`src/rtl/axi3_identity_device.sv`:
```
// -----------------------------------------------------------------------------
// axi3_identity_device
//
// Simulation AXI3 slave that terminates the memory side of a write buffer.
//  - Write channel: each AW/W burst is assembled into one cache line. One cycle
//    after the wlast handshake the line appears on line_recv together with a
//    single-cycle line_recv_vld pulse, then an OKAY response is returned on B.
//  - Read channel: "identity" data. Every R beat carries its own beat-aligned
//    byte address (INCR arithmetic, wrapping modulo 2^ADDR_WIDTH).
//  - There is no backing memory; writes and reads are unrelated.
//
// Ports
//  clk, rst         single rising-edge clock, synchronous active-high reset
//  aw*              write address channel (slave side)
//  w*               write data channel (slave side)
//  b*               write response channel (slave side)
//  ar*              read address channel (slave side)
//  r*               read data channel (slave side)
//  line_recv        last completed write line, beat k at [DATA_WIDTH*k +: DATA_WIDTH]
//  line_recv_vld    one-cycle pulse, line_recv valid in that cycle
//
// Build option
//  IDENTITY_DEV_STALL_EN  back-pressure mode: wready/rvalid only on alternate
//                         cycles and bvalid delayed two cycles into RESP.
//                         Undefined: full-throughput behaviour.
// -----------------------------------------------------------------------------
module axi3_identity_device #(
  parameter int BUS_WIDTH  = 4,
  parameter int ADDR_WIDTH = 32,
  parameter int DATA_WIDTH = 32,
  parameter int LINE_WIDTH = 256
) (
  input  logic                    clk,
  input  logic                    rst,
  // write address
  input  logic [BUS_WIDTH-1:0]    awid,
  input  logic [ADDR_WIDTH-1:0]   awaddr,
  input  logic [3:0]              awlen,
  input  logic [2:0]              awsize,
  input  logic [1:0]              awburst,
  input  logic                    awvalid,
  output logic                    awready,
  // write data
  input  logic [BUS_WIDTH-1:0]    wid,
  input  logic [DATA_WIDTH-1:0]   wdata,
  input  logic [DATA_WIDTH/8-1:0] wstrb,
  input  logic                    wlast,
  input  logic                    wvalid,
  output logic                    wready,
  // write response
  output logic [BUS_WIDTH-1:0]    bid,
  output logic [1:0]              bresp,
  output logic                    bvalid,
  input  logic                    bready,
  // read address
  input  logic [BUS_WIDTH-1:0]    arid,
  input  logic [ADDR_WIDTH-1:0]   araddr,
  input  logic [3:0]              arlen,
  input  logic [2:0]              arsize,
  input  logic [1:0]              arburst,
  input  logic                    arvalid,
  output logic                    arready,
  // read data
  output logic [BUS_WIDTH-1:0]    rid,
  output logic [DATA_WIDTH-1:0]   rdata,
  output logic [1:0]              rresp,
  output logic                    rlast,
  output logic                    rvalid,
  input  logic                    rready,
  // assembled write line
  output logic [LINE_WIDTH-1:0]   line_recv,
  output logic                    line_recv_vld
);

  localparam int BYTES = DATA_WIDTH / 8;
  localparam int BEATS = LINE_WIDTH / DATA_WIDTH;
  localparam int CNT_W = (BEATS > 1) ? $clog2(BEATS) : 1;
  localparam logic [ADDR_WIDTH-1:0] ADDR_LOW_MASK = ADDR_WIDTH'(BYTES - 1);
  localparam logic [ADDR_WIDTH-1:0] ADDR_STEP     = ADDR_WIDTH'(BYTES);

  typedef enum logic [1:0] {
    WR_IDLE = 2'd0,
    WR_DATA = 2'd1,
    WR_RESP = 2'd2
  } wr_state_t;

  typedef enum logic {
    RD_IDLE = 1'b0,
    RD_DATA = 1'b1
  } rd_state_t;

  // Merge one data beat into word idx of a line, honouring the byte strobes.
  function automatic logic [LINE_WIDTH-1:0] merge_beat(
    input logic [LINE_WIDTH-1:0] line,
    input logic [CNT_W-1:0]      idx,
    input logic [DATA_WIDTH-1:0] data,
    input logic [BYTES-1:0]      strb
  );
    logic [LINE_WIDTH-1:0] res;
    res = line;
    for (int b = 0; b < BYTES; b++) begin
      if (strb[b]) begin
        res[int'(idx) * DATA_WIDTH + b * 8 +: 8] = data[b * 8 +: 8];
      end
    end
    return res;
  endfunction

  // ---------------------------------------------------------------------------
  // Internal state
  // ---------------------------------------------------------------------------
  wr_state_t               wr_state_r;
  wr_state_t               wr_state_nxt_s;
  rd_state_t               rd_state_r;
  rd_state_t               rd_state_nxt_s;

  logic                    awready_r;
  logic                    wready_r;
  logic                    bvalid_r;
  logic [BUS_WIDTH-1:0]    bid_r;
  logic                    awready_nxt_s;
  logic                    wready_nxt_s;
  logic                    bvalid_nxt_s;

  logic [LINE_WIDTH-1:0]   line_buf_r;
  logic [LINE_WIDTH-1:0]   line_merged_s;
  logic [CNT_W-1:0]        beat_cnt_r;
  logic [LINE_WIDTH-1:0]   line_recv_r;
  logic                    line_recv_vld_r;

  logic                    arready_r;
  logic                    rvalid_r;
  logic                    rlast_r;
  logic [BUS_WIDTH-1:0]    rid_r;
  logic [ADDR_WIDTH-1:0]   rd_addr_r;
  logic [3:0]              rd_len_r;
  logic [3:0]              rd_beat_r;
  logic                    arready_nxt_s;
  logic                    rvalid_nxt_s;

  logic                    aw_hs_s;
  logic                    w_hs_s;
  logic                    b_hs_s;
  logic                    ar_hs_s;
  logic                    r_hs_s;

  // Pacing qualifiers: always open in full-throughput mode.
  logic                    stall_open_nxt_s;
  logic                    resp_open_s;

  // Fields the device deliberately ignores (address/len on writes, size/burst, wid).
  logic                    unused_s;
  assign unused_s = ^{awaddr, awlen, awsize, awburst, wid, arsize, arburst};

  assign aw_hs_s = awvalid && awready_r;
  assign w_hs_s  = wvalid  && wready_r;
  assign b_hs_s  = bvalid_r && bready;
  assign ar_hs_s = arvalid && arready_r;
  assign r_hs_s  = rvalid_r && rready;

`ifdef IDENTITY_DEV_STALL_EN
  logic       toggle_r;
  logic [1:0] resp_cnt_r;

  // Free-running toggle and RESP dwell counter used to throttle the channels.
  always_ff @(posedge clk) begin
    if (rst) begin
      toggle_r   <= 1'b0;
      resp_cnt_r <= 2'd0;
    end else begin
      toggle_r <= ~toggle_r;
      if (wr_state_r != WR_RESP) begin
        resp_cnt_r <= 2'd0;
      end else if (resp_cnt_r != 2'd3) begin
        resp_cnt_r <= resp_cnt_r + 2'd1;
      end else begin
        resp_cnt_r <= resp_cnt_r;
      end
    end
  end

  // Outputs are registered, so they must match the toggle value of the next cycle;
  // bvalid rises in the third RESP cycle (counter already 1 when it is registered).
  always_comb begin
    stall_open_nxt_s = ~toggle_r;
    if ((wr_state_r == WR_RESP) && (resp_cnt_r >= 2'd1)) begin
      resp_open_s = 1'b1;
    end else begin
      resp_open_s = 1'b0;
    end
  end
`else
  // Full-throughput mode: no throttling.
  always_comb begin
    stall_open_nxt_s = 1'b1;
    resp_open_s      = 1'b1;
  end
`endif

  // ---------------------------------------------------------------------------
  // Write FSM
  // ---------------------------------------------------------------------------

  // Write FSM state register.
  always_ff @(posedge clk) begin
    if (rst) begin
      wr_state_r <= WR_IDLE;
    end else begin
      wr_state_r <= wr_state_nxt_s;
    end
  end

  // Write FSM next-state logic; wlast alone terminates a burst.
  always_comb begin
    wr_state_nxt_s = wr_state_r;
    case (wr_state_r)
      WR_IDLE: begin
        if (aw_hs_s) wr_state_nxt_s = WR_DATA;
        else         wr_state_nxt_s = WR_IDLE;
      end
      WR_DATA: begin
        if (w_hs_s && wlast) wr_state_nxt_s = WR_RESP;
        else                 wr_state_nxt_s = WR_DATA;
      end
      WR_RESP: begin
        if (b_hs_s) wr_state_nxt_s = WR_IDLE;
        else        wr_state_nxt_s = WR_RESP;
      end
      default: wr_state_nxt_s = WR_IDLE;
    endcase
  end

  // Write FSM outputs, decoded from the next state so they can be registered.
  always_comb begin
    awready_nxt_s = (wr_state_nxt_s == WR_IDLE);
    wready_nxt_s  = (wr_state_nxt_s == WR_DATA) && stall_open_nxt_s;
    bvalid_nxt_s  = (wr_state_nxt_s == WR_RESP) && resp_open_s;
  end

  // Strobe-merged line including the beat currently on the W channel.
  assign line_merged_s = merge_beat(line_buf_r, beat_cnt_r, wdata, wstrb);

  // Write channel output registers and line assembly datapath.
  always_ff @(posedge clk) begin
    if (rst) begin
      awready_r       <= 1'b0;
      wready_r        <= 1'b0;
      bvalid_r        <= 1'b0;
      bid_r           <= '0;
      line_buf_r      <= '0;
      beat_cnt_r      <= '0;
      line_recv_r     <= '0;
      line_recv_vld_r <= 1'b0;
    end else begin
      awready_r       <= awready_nxt_s;
      wready_r        <= wready_nxt_s;
      bvalid_r        <= bvalid_nxt_s;
      line_recv_vld_r <= w_hs_s && wlast;
      if (aw_hs_s) begin
        bid_r      <= awid;
        line_buf_r <= '0;
        beat_cnt_r <= '0;
      end else if (w_hs_s) begin
        line_buf_r <= line_merged_s;
        // Counter wraps naturally, giving word index modulo BEATS.
        beat_cnt_r <= beat_cnt_r + CNT_W'(1);
      end
      if (w_hs_s && wlast) begin
        line_recv_r <= line_merged_s;
      end
    end
  end

  // ---------------------------------------------------------------------------
  // Read FSM
  // ---------------------------------------------------------------------------

  // Read FSM state register.
  always_ff @(posedge clk) begin
    if (rst) begin
      rd_state_r <= RD_IDLE;
    end else begin
      rd_state_r <= rd_state_nxt_s;
    end
  end

  // Read FSM next-state logic.
  always_comb begin
    rd_state_nxt_s = rd_state_r;
    case (rd_state_r)
      RD_IDLE: begin
        if (ar_hs_s) rd_state_nxt_s = RD_DATA;
        else         rd_state_nxt_s = RD_IDLE;
      end
      RD_DATA: begin
        if (r_hs_s && rlast_r) rd_state_nxt_s = RD_IDLE;
        else                   rd_state_nxt_s = RD_DATA;
      end
      default: rd_state_nxt_s = RD_IDLE;
    endcase
  end

  // Read FSM outputs, decoded from the next state so they can be registered.
  always_comb begin
    arready_nxt_s = (rd_state_nxt_s == RD_IDLE);
    rvalid_nxt_s  = (rd_state_nxt_s == RD_DATA) && stall_open_nxt_s;
  end

  // Read channel output registers and identity address generator.
  always_ff @(posedge clk) begin
    if (rst) begin
      arready_r <= 1'b0;
      rvalid_r  <= 1'b0;
      rlast_r   <= 1'b0;
      rid_r     <= '0;
      rd_addr_r <= '0;
      rd_len_r  <= 4'd0;
      rd_beat_r <= 4'd0;
    end else begin
      arready_r <= arready_nxt_s;
      rvalid_r  <= rvalid_nxt_s;
      if (ar_hs_s) begin
        rid_r     <= arid;
        rd_addr_r <= araddr & ~ADDR_LOW_MASK;
        rd_len_r  <= arlen;
        rd_beat_r <= 4'd0;
        rlast_r   <= (arlen == 4'd0);
      end else if (r_hs_s) begin
        // Address wraps modulo 2^ADDR_WIDTH by register width.
        rd_addr_r <= rd_addr_r + ADDR_STEP;
        rd_beat_r <= rd_beat_r + 4'd1;
        rlast_r   <= !rlast_r && ((rd_beat_r + 4'd1) == rd_len_r);
      end
    end
  end

  // ---------------------------------------------------------------------------
  // Output mapping
  // ---------------------------------------------------------------------------
  assign awready       = awready_r;
  assign wready        = wready_r;
  assign bvalid        = bvalid_r;
  assign bid           = bid_r;
  assign bresp         = 2'b00;
  assign arready       = arready_r;
  assign rvalid        = rvalid_r;
  assign rlast         = rlast_r;
  assign rid           = rid_r;
  assign rdata         = DATA_WIDTH'(rd_addr_r);
  assign rresp         = 2'b00;
  assign line_recv     = line_recv_r;
  assign line_recv_vld = line_recv_vld_r;

endmodule

```
`config.mk`:
```
export PLATFORM = sky130hd
export DESIGN_NAME = axi3_identity_device
export DESIGN_NICKNAME = d
export VERILOG_FILES = /design/src/rtl/axi3_identity_device.sv
export SDC_FILE = /design/constraint.sdc
export NUM_CORES = 1
export LEC_CHECK = 0
export ABC_CLOCK_PERIOD_IN_PS = 2800
export CAP_MARGIN = 20
export CORE_ASPECT_RATIO = 0.75
export CORE_MARGIN = 4
export CORE_UTILIZATION = 47
export DETAILED_ROUTE_END_ITERATION = 10
export GPL_ROUTABILITY_DRIVEN = 0
export PLACE_DENSITY_LB_ADDON = 0.25
export SETUP_SLACK_MARGIN = 0.3
export SLEW_MARGIN = 10
export SYNTH_ARGS = -nofsm -noshare
export SYNTH_HDL_FRONTEND = slang
export SYNTH_SLANG_ARGS = --single-unit
export TNS_END_PERCENT = 20
```
`constraint.sdc`:
```
create_clock -name clk -period 2.8 [get_ports clk]
set_clock_uncertainty 0.2 [all_clocks]
set_input_delay 0.56 -clock clk [delete_from_list [all_inputs] [get_ports clk]]
set_output_delay 0.56 -clock clk [all_outputs]
set_load 0.1 [all_outputs]
```
==> impl_metrics.json, run 1 <==
{
  "syn_avg_cell_area_um2": 8.50,
  "outcome": "completed",
  "multi_input_area_um2": 11400,
  "path_max_fanout": 8,
  "synth-seq-area-share_pct": 47.9,
  "antenna_found_initial": 9,
  "htree_num_levels": 2,
  "die_w_um": 268,
  "vias_per_cell": 5.79,
  "clock_path_buffers": 3,
  "mostFrequentLayoutCells": "dfxtp_1 (554), nor2_1 (474), buf_4 (404), a21oi_1 (345), a211oi_1 (325)",
  "drive_gt1_share_pct": 18.4,
  "vdd_drop_max_uv": 460,
  "start_util_pct": 47.5,
  "worst-setup-path-type": "flop to flop",
  "place_hpwl_um": 54000,
  "synthesis.area_um2": 23800,
  "crit_required_ns": 3.06,
  "endpoint_kind": "flop",
  "hold_path_startpoint": "rst",
  "routed-via-count": 22142,
  "slew_headroom_pct": 37.5,
  "fin_crit_sh_pct": 88.1,
  "tns_ns": 0,
  "p_per_area_nw_per_um2": 635,
  "clkSinkCount": 570,
  "dp_slack_ns": 0.0806,
  "yosys_most_used_dff": "dfxtp_1",
  "layout.nets": 3265,
  "r2r_start": "beat_cnt_r[0]$_SDFFE_PP0N_",
  "cp_data_arrival_time_ns": 2.73,
  "p_leak_nw": 11.3,
  "period_needed_ns": 2.47,
  "dieHeight_um": 203,
  "netlist-cell-type-count": 52,
  "grt_pass1_vias": 20983,
  "layout_commonest_cell": "dfxtp_1",
  "grtUsageTotal_pct": 27.2,
  "regArea_um2": 11400,
  "rsz0062_at_grt": "true",
  "io_buffer_count": 386,
  "fin_ws_ns": 0.332,
  "synth-seq-cells": 570,
  "grt_pass1_wl_um": 118000,
  "worst_pin_slew_ns": 0.938,
  "root_buffer": "clkbuf_16",
  "drtAntennaViolNets": 0,
  "syn2layout_area_growth_pct": 25.7,
  "ys.warnings.count": 0,
  "yosys.area.top_type": "dfxtp_1",
  "core_um2": 50100,
  "grt_overflow": 0,
  "drt_iter0_markers": 1940,
  "rows": 71,
  "final_max_slew_viol_count": 0,
  "fmax_ghz": 0.405,
  "setup_violations": 0,
  "numCtsBuffers": 56,
  "ios": 445,
  "hold_viol": 0,
  "die-area_um2": 54400,
  "fillers": 4371,
  "crit_path_start": "beat_cnt_r[0]$_SDFFE_PP0N_",
  "synth_edf_count": 0,
  "netlist.area_leader.share_pct": 47.9,
  "grt_max_degree": 193,
  "start_kind": "flop",
  "worstSkewPairLatency_ns": 0.61,
  "firstDrtPassIters": 5,
  "drv_cap": 0,
  "drc": 0,
  "syn_inst": 2802,
  "wl_per_cell_um": 20.1,
  "cts_hold_buf": 0,
  "wirelength_um": 77000,
  "synthArstFlopShare_pct": 0,
  "synthTopCellsByArea": "dfxtp_1 (48%), a211oi_1 (10%), nor2_1 (7.5%)",
  "clkTransAtPathRegs_ns": 0.07,
  "tritoncts": "yes",
  "hold_path.class": "input pin to flop"
}
[cells in the mapped netlist, types with 8 or more instances]
master and instances:
dfxtp_1 570, nor2_1 477, a21oi_1 345, a211oi_1 325
clkbuf_1 227, and3_1 132, nand2_1 125, mux2i_1 121
nand3_1 113, o21ai_0 92, nand3b_1 38, and2_1 25
nor3_1 19, xnor2_1 13, buf_1 12, buf_2 12
ha_1 10, nand4_1 10, a311oi_1 9, buf_4 9
nor4_1 9, or2_2 9, xor2_1 9, and4_1 8
o31ai_1 8, or4_1 8
[sequential cells by signal, summed over array words and instances, names as in the netlist, 2 cells and up]
register,flops
line_buf_r,256
line_recv,256
rdata,30
bid,4
rd_beat_r,4
rd_len_r,4
rid,4
beat_cnt_r,3
wr_state_r,2
[where the power goes]
part / internal [mW] / switching, mW
registers: 8.36 / 0.189
clock network: 4.37 / 3.23
logic: 0.716 / 2.16
total: 13.5 / 5.58
[cell type report]
type,instances,share of cell area (%)
Timing Repair Buffer,513,14.5
Multi-Input combinational cell,1970,38.2
Tap cell,657,2.74
Inverter,6,0.0877
Antenna cell,7,0.0585
Sequential cell,570,38.2
Clock buffer,89,5.73
Clock inverter,15,0.460
[critical path, cell delays in order, from the launching register on]
cell and delay [ns]:
dfxtp_4 0.42, clkinvlp_4 0.12, ha_2 0.20, ha_2 0.21, or2_1 0.33, nor4_4 0.32
buf_6 0.20, mux2i_2 0.24, nor2_1 0.07
[per-layer routing]
metal / routed length (um) / GRT usage, % / up-vias / share of wire, %
met1: 33200 / 37.7 / 10509 / 43
li1: - / - / 10656 / -
met3: 6250 / 5.15 / 155 / 8.1
met5: 34 / 0 / - / 0.044
met2: 34800 / 42.6 / 818 / 45
met4: 2720 / 9.74 / 4 / 3.5
[path summary, 6_finish.rpt]
check                                                    end  slack (ns)  cells past startpoint
worst max-delay path            line_buf_r[128]$_SDFFE_PP0N_        0.33                      8
worst min-delay path                  rdata[29]$_SDFFE_PP0P_        0.20                      5
worst max register to register  line_buf_r[128]$_SDFFE_PP0N_        0.33                      8
worst min register to register  line_buf_r[205]$_SDFFE_PP0N_        0.25                      2
[metrics by stage]
| step | utilization, % | cell area (um^2) | power (mW) | hold WS [ns] | instances |
|---|---|---|---|---|---|
| floorplan | - | 23900 | 10.7 | 0.237 | 2807 |
| global placement | 55.9 | 28000 | 11.5 | 0.243 | 3715 |
| detailed placement | 55.9 | 28000 | 11.6 | 0.247 | 3715 |
| CTS | 59.7 | 29900 | 19.2 | 0.163 | 3820 |
| global route | 59.7 | 29900 | 19.7 | 0.256 | 3821 |
| finish | 59.8 | 29900 | 19.0 | 0.202 | 3827 |
[cell families (layout without fill, tap and decap cells)]
group | Yosys count | in the layout | share of synthesized area [%]
DFF | 570 | 570 | 47.9
muxes | 121 | 121 | 5.09
buffers and inverters | 267 | 623 | 4.42
AOI/OAI and AO/OA | 798 | 798 | 20.8
and+or+nand+nor | 1013 | 1013 | 20.5
other | 1 | 13 | 0.0157
adders and majority gates | 10 | 10 | 0.525
xor gates and xnor gates | 22 | 22 | 0.809
[what timing repair did]
item | CTS | global route
setup buffers | 1 | 0
gates cloned | 0 | 0
gates resized for setup | 8 | 8
setup endpoints to repair | 65 | 109
Note: power is estimated with default switching activity, not from simulation.
==> inputs of run 2 (changes only) <==
CORE_UTILIZATION = 57   (was 47)
DONT_BUFFER_PORTS = 1   (was not set)
MAX_ROUTING_LAYER = met4   (was not set)
==> impl_metrics.json, run 2 (synthesis results as in run 1) <==
{
  "worst-setup-path-type": "flop to flop",
  "fin_ws_ns": 0.242,
  "syn2layout_area_growth_pct": 22.0,
  "wirelength_um": 78700,
  "htree_num_levels": 2,
  "cp_data_arrival_time_ns": 2.80,
  "endpoint_kind": "flop",
  "violations": "negative hold slack",
  "hold_path_startpoint": "rst",
  "hold_end": "line_recv[17]$_SDFFE_PP0P_",
  "drtAntennaViolNets": 0,
  "dieHeight_um": 185,
  "p_leak_nw": 10.9,
  "setup_violations": 0,
  "hold_path.class": "input pin to flop",
  "path_max_fanout": 8,
  "antenna_found_initial": 8,
  "grt_pass1_wl_um": 120000,
  "firstDrtPassIters": 5,
  "dp_slack_ns": 0.0938,
  "tns_ns": 0,
  "period_needed_ns": 2.56,
  "slew_headroom_pct": 43.0,
  "rows": 64,
  "worstSkewPairLatency_ns": 0.59,
  "r2r_start": "beat_cnt_r[0]$_SDFFE_PP0N_",
  "grt_pass1_vias": 20890,
  "grt_max_degree": 232,
  "grt_overflow": 0,
  "crit_path_max_incr_delay_ns": 0.51,
  "start_util_pct": 58.1,
  "hold_viol": 79,
  "outcome": "finished, violations left",
  "numCtsBuffers": 55,
  "vias_per_cell": 6.12,
  "layout_commonest_cell": "dfxtp_1",
  "final_max_slew_viol_count": 0,
  "fin_crit_sh_pct": 91.3,
  "worstRegToRegCells": 7,
  "reg2reg_slack_ns": 0.24,
  "tritoncts": "yes",
  "rsz0062_at_grt": "true",
  "layout.nets": 3175,
  "reg2reg_to": "line_recv[71]$_SDFFE_PP0P_",
  "mostFrequentLayoutCells": "dfxtp_1 (554), nor2_1 (469), a21oi_1 (345), buf_4 (343), a211oi_1 (325)",
  "drive_gt1_share_pct": 16.5,
  "clkTransAtPathRegs_ns": 0.06,
  "cp_common_cell": "ha_2",
  "drt_iter0_markers": 2304,
  "crit_required_ns": 3.05,
  "clkSinkCount": 570,
  "core_um2": 41000,
  "p_per_area_nw_per_um2": 649,
  "start_kind": "flop",
  "place_area_um2": 26400,
  "cp_cell_sequence": "inv_1 > ha_2 > ha_2 > o311ai_4 > nor3_4 > mux2i_1 > a21oi_1",
  "fmax_ghz": 0.391,
  "worstHoldPathCells": 1,
  "root_buffer": "clkbuf_16",
  "cp_slowest_cell": "nor3_4",
  "io_buffer_count": 0,
  "die-area_um2": 45200,
  "place_hpwl_um": 50800,
  "routed-via-count": 22264,
  "drv_cap": 0,
  "drc": 0,
  "grtUsageTotal_pct": 34.2,
  "ios": 445,
  "clock_path_buffers": 3,
  "wl_per_cell_um": 21.6,
  "holdWs_ns": -0.126,
  "vdd_drop_max_uv": 489,
  "die_w_um": 244,
  "design_area_um2": 29100,
  "worst_pin_slew_ns": 0.854
}
[run 2: how the worst max path moves through the flow]
stage	from	endpoint	slack, ns
6_report	beat_cnt_r[0]$_SDFFE_PP0N_	line_recv[71]$_SDFFE_PP0P_	0.24
4_1_cts	beat_cnt_r[0]$_SDFFE_PP0N_	line_buf_r[61]$_SDFFE_PP0N_	0.21
2_1_floorplan	rdata[15]$_SDFFE_PP0P_	rdata[27]$_SDFFE_PP0P_	0.30
3_5_place_dp	beat_cnt_r[0]$_SDFFE_PP0N_	line_recv[226]$_SDFFE_PP0P_	0.09
3_3_place_gp	beat_cnt_r[0]$_SDFFE_PP0N_	line_recv[228]$_SDFFE_PP0P_	0.17
5_1_grt	beat_cnt_r[0]$_SDFFE_PP0N_	line_recv[71]$_SDFFE_PP0P_	0.15
[run 2: area by class of cell]
cell class | instances | area (um^2)
clock inverter | 14 | 230
multi-input combinational | 1970 | 11500
inverter | 6 | 22.5
fill | 3157 | 11900
tap | 561 | 702
clock buffer | 83 | 1620
sequential | 570 | 11400
timing repair buffer | 424 | 3530
antenna | 10 | 25.0
[run 2: stage by stage]
step	std cells	util [%]	hold slack (ns)	power, mW
global route	3634	70.9	-0.154	19.5
finish	3638	70.9	-0.126	18.9
floorplan	2807	-	0.237	10.7
detailed placement	3457	64.3	0.247	11.2
global placement	3457	64.3	0.241	11.1
CTS	3623	70.6	-0.145	18.9
[run 2: power breakdown]
group | switching, mW | leakage [nW] | internal (mW)
clock network | 3.16 | 0.914 | 4.53
logic | 2.07 | 5.35 | 0.625
registers | 0.127 | 4.62 | 8.36
total | 5.35 | 10.9 | 13.5
[run 2: repair_timing]
item / in CTS / in global routing
gates resized for setup: 7 / 19
setup buffers: 3 / 4
endpoints found under the setup margin: 81 / 273
pin swaps: 1 / 2
hold buffers: 66 / 1
hold endpoints to repair: 314 / 205
[run 2: critical path, delay by kind of cell (launching register included)]
kind | cells | cell delay [ns]
compound gates | 2 | 0.35
fa+ha+maj | 2 | 0.61
simple gates | 1 | 0.51
flops | 1 | 0.34
mux | 1 | 0.30
buf+inv | 1 | 0.11
[run 2: per-layer routing]
metal,share of wire [%],routed length (um),up-vias,track usage [%]
met1,40,31800,10486,44.7
met5,0,0,-,-
met4,4.7,3700,0,14.8
met2,43,34200,1066,50.6
li1,-,-,10473,-
met3,11,8900,239,8.67
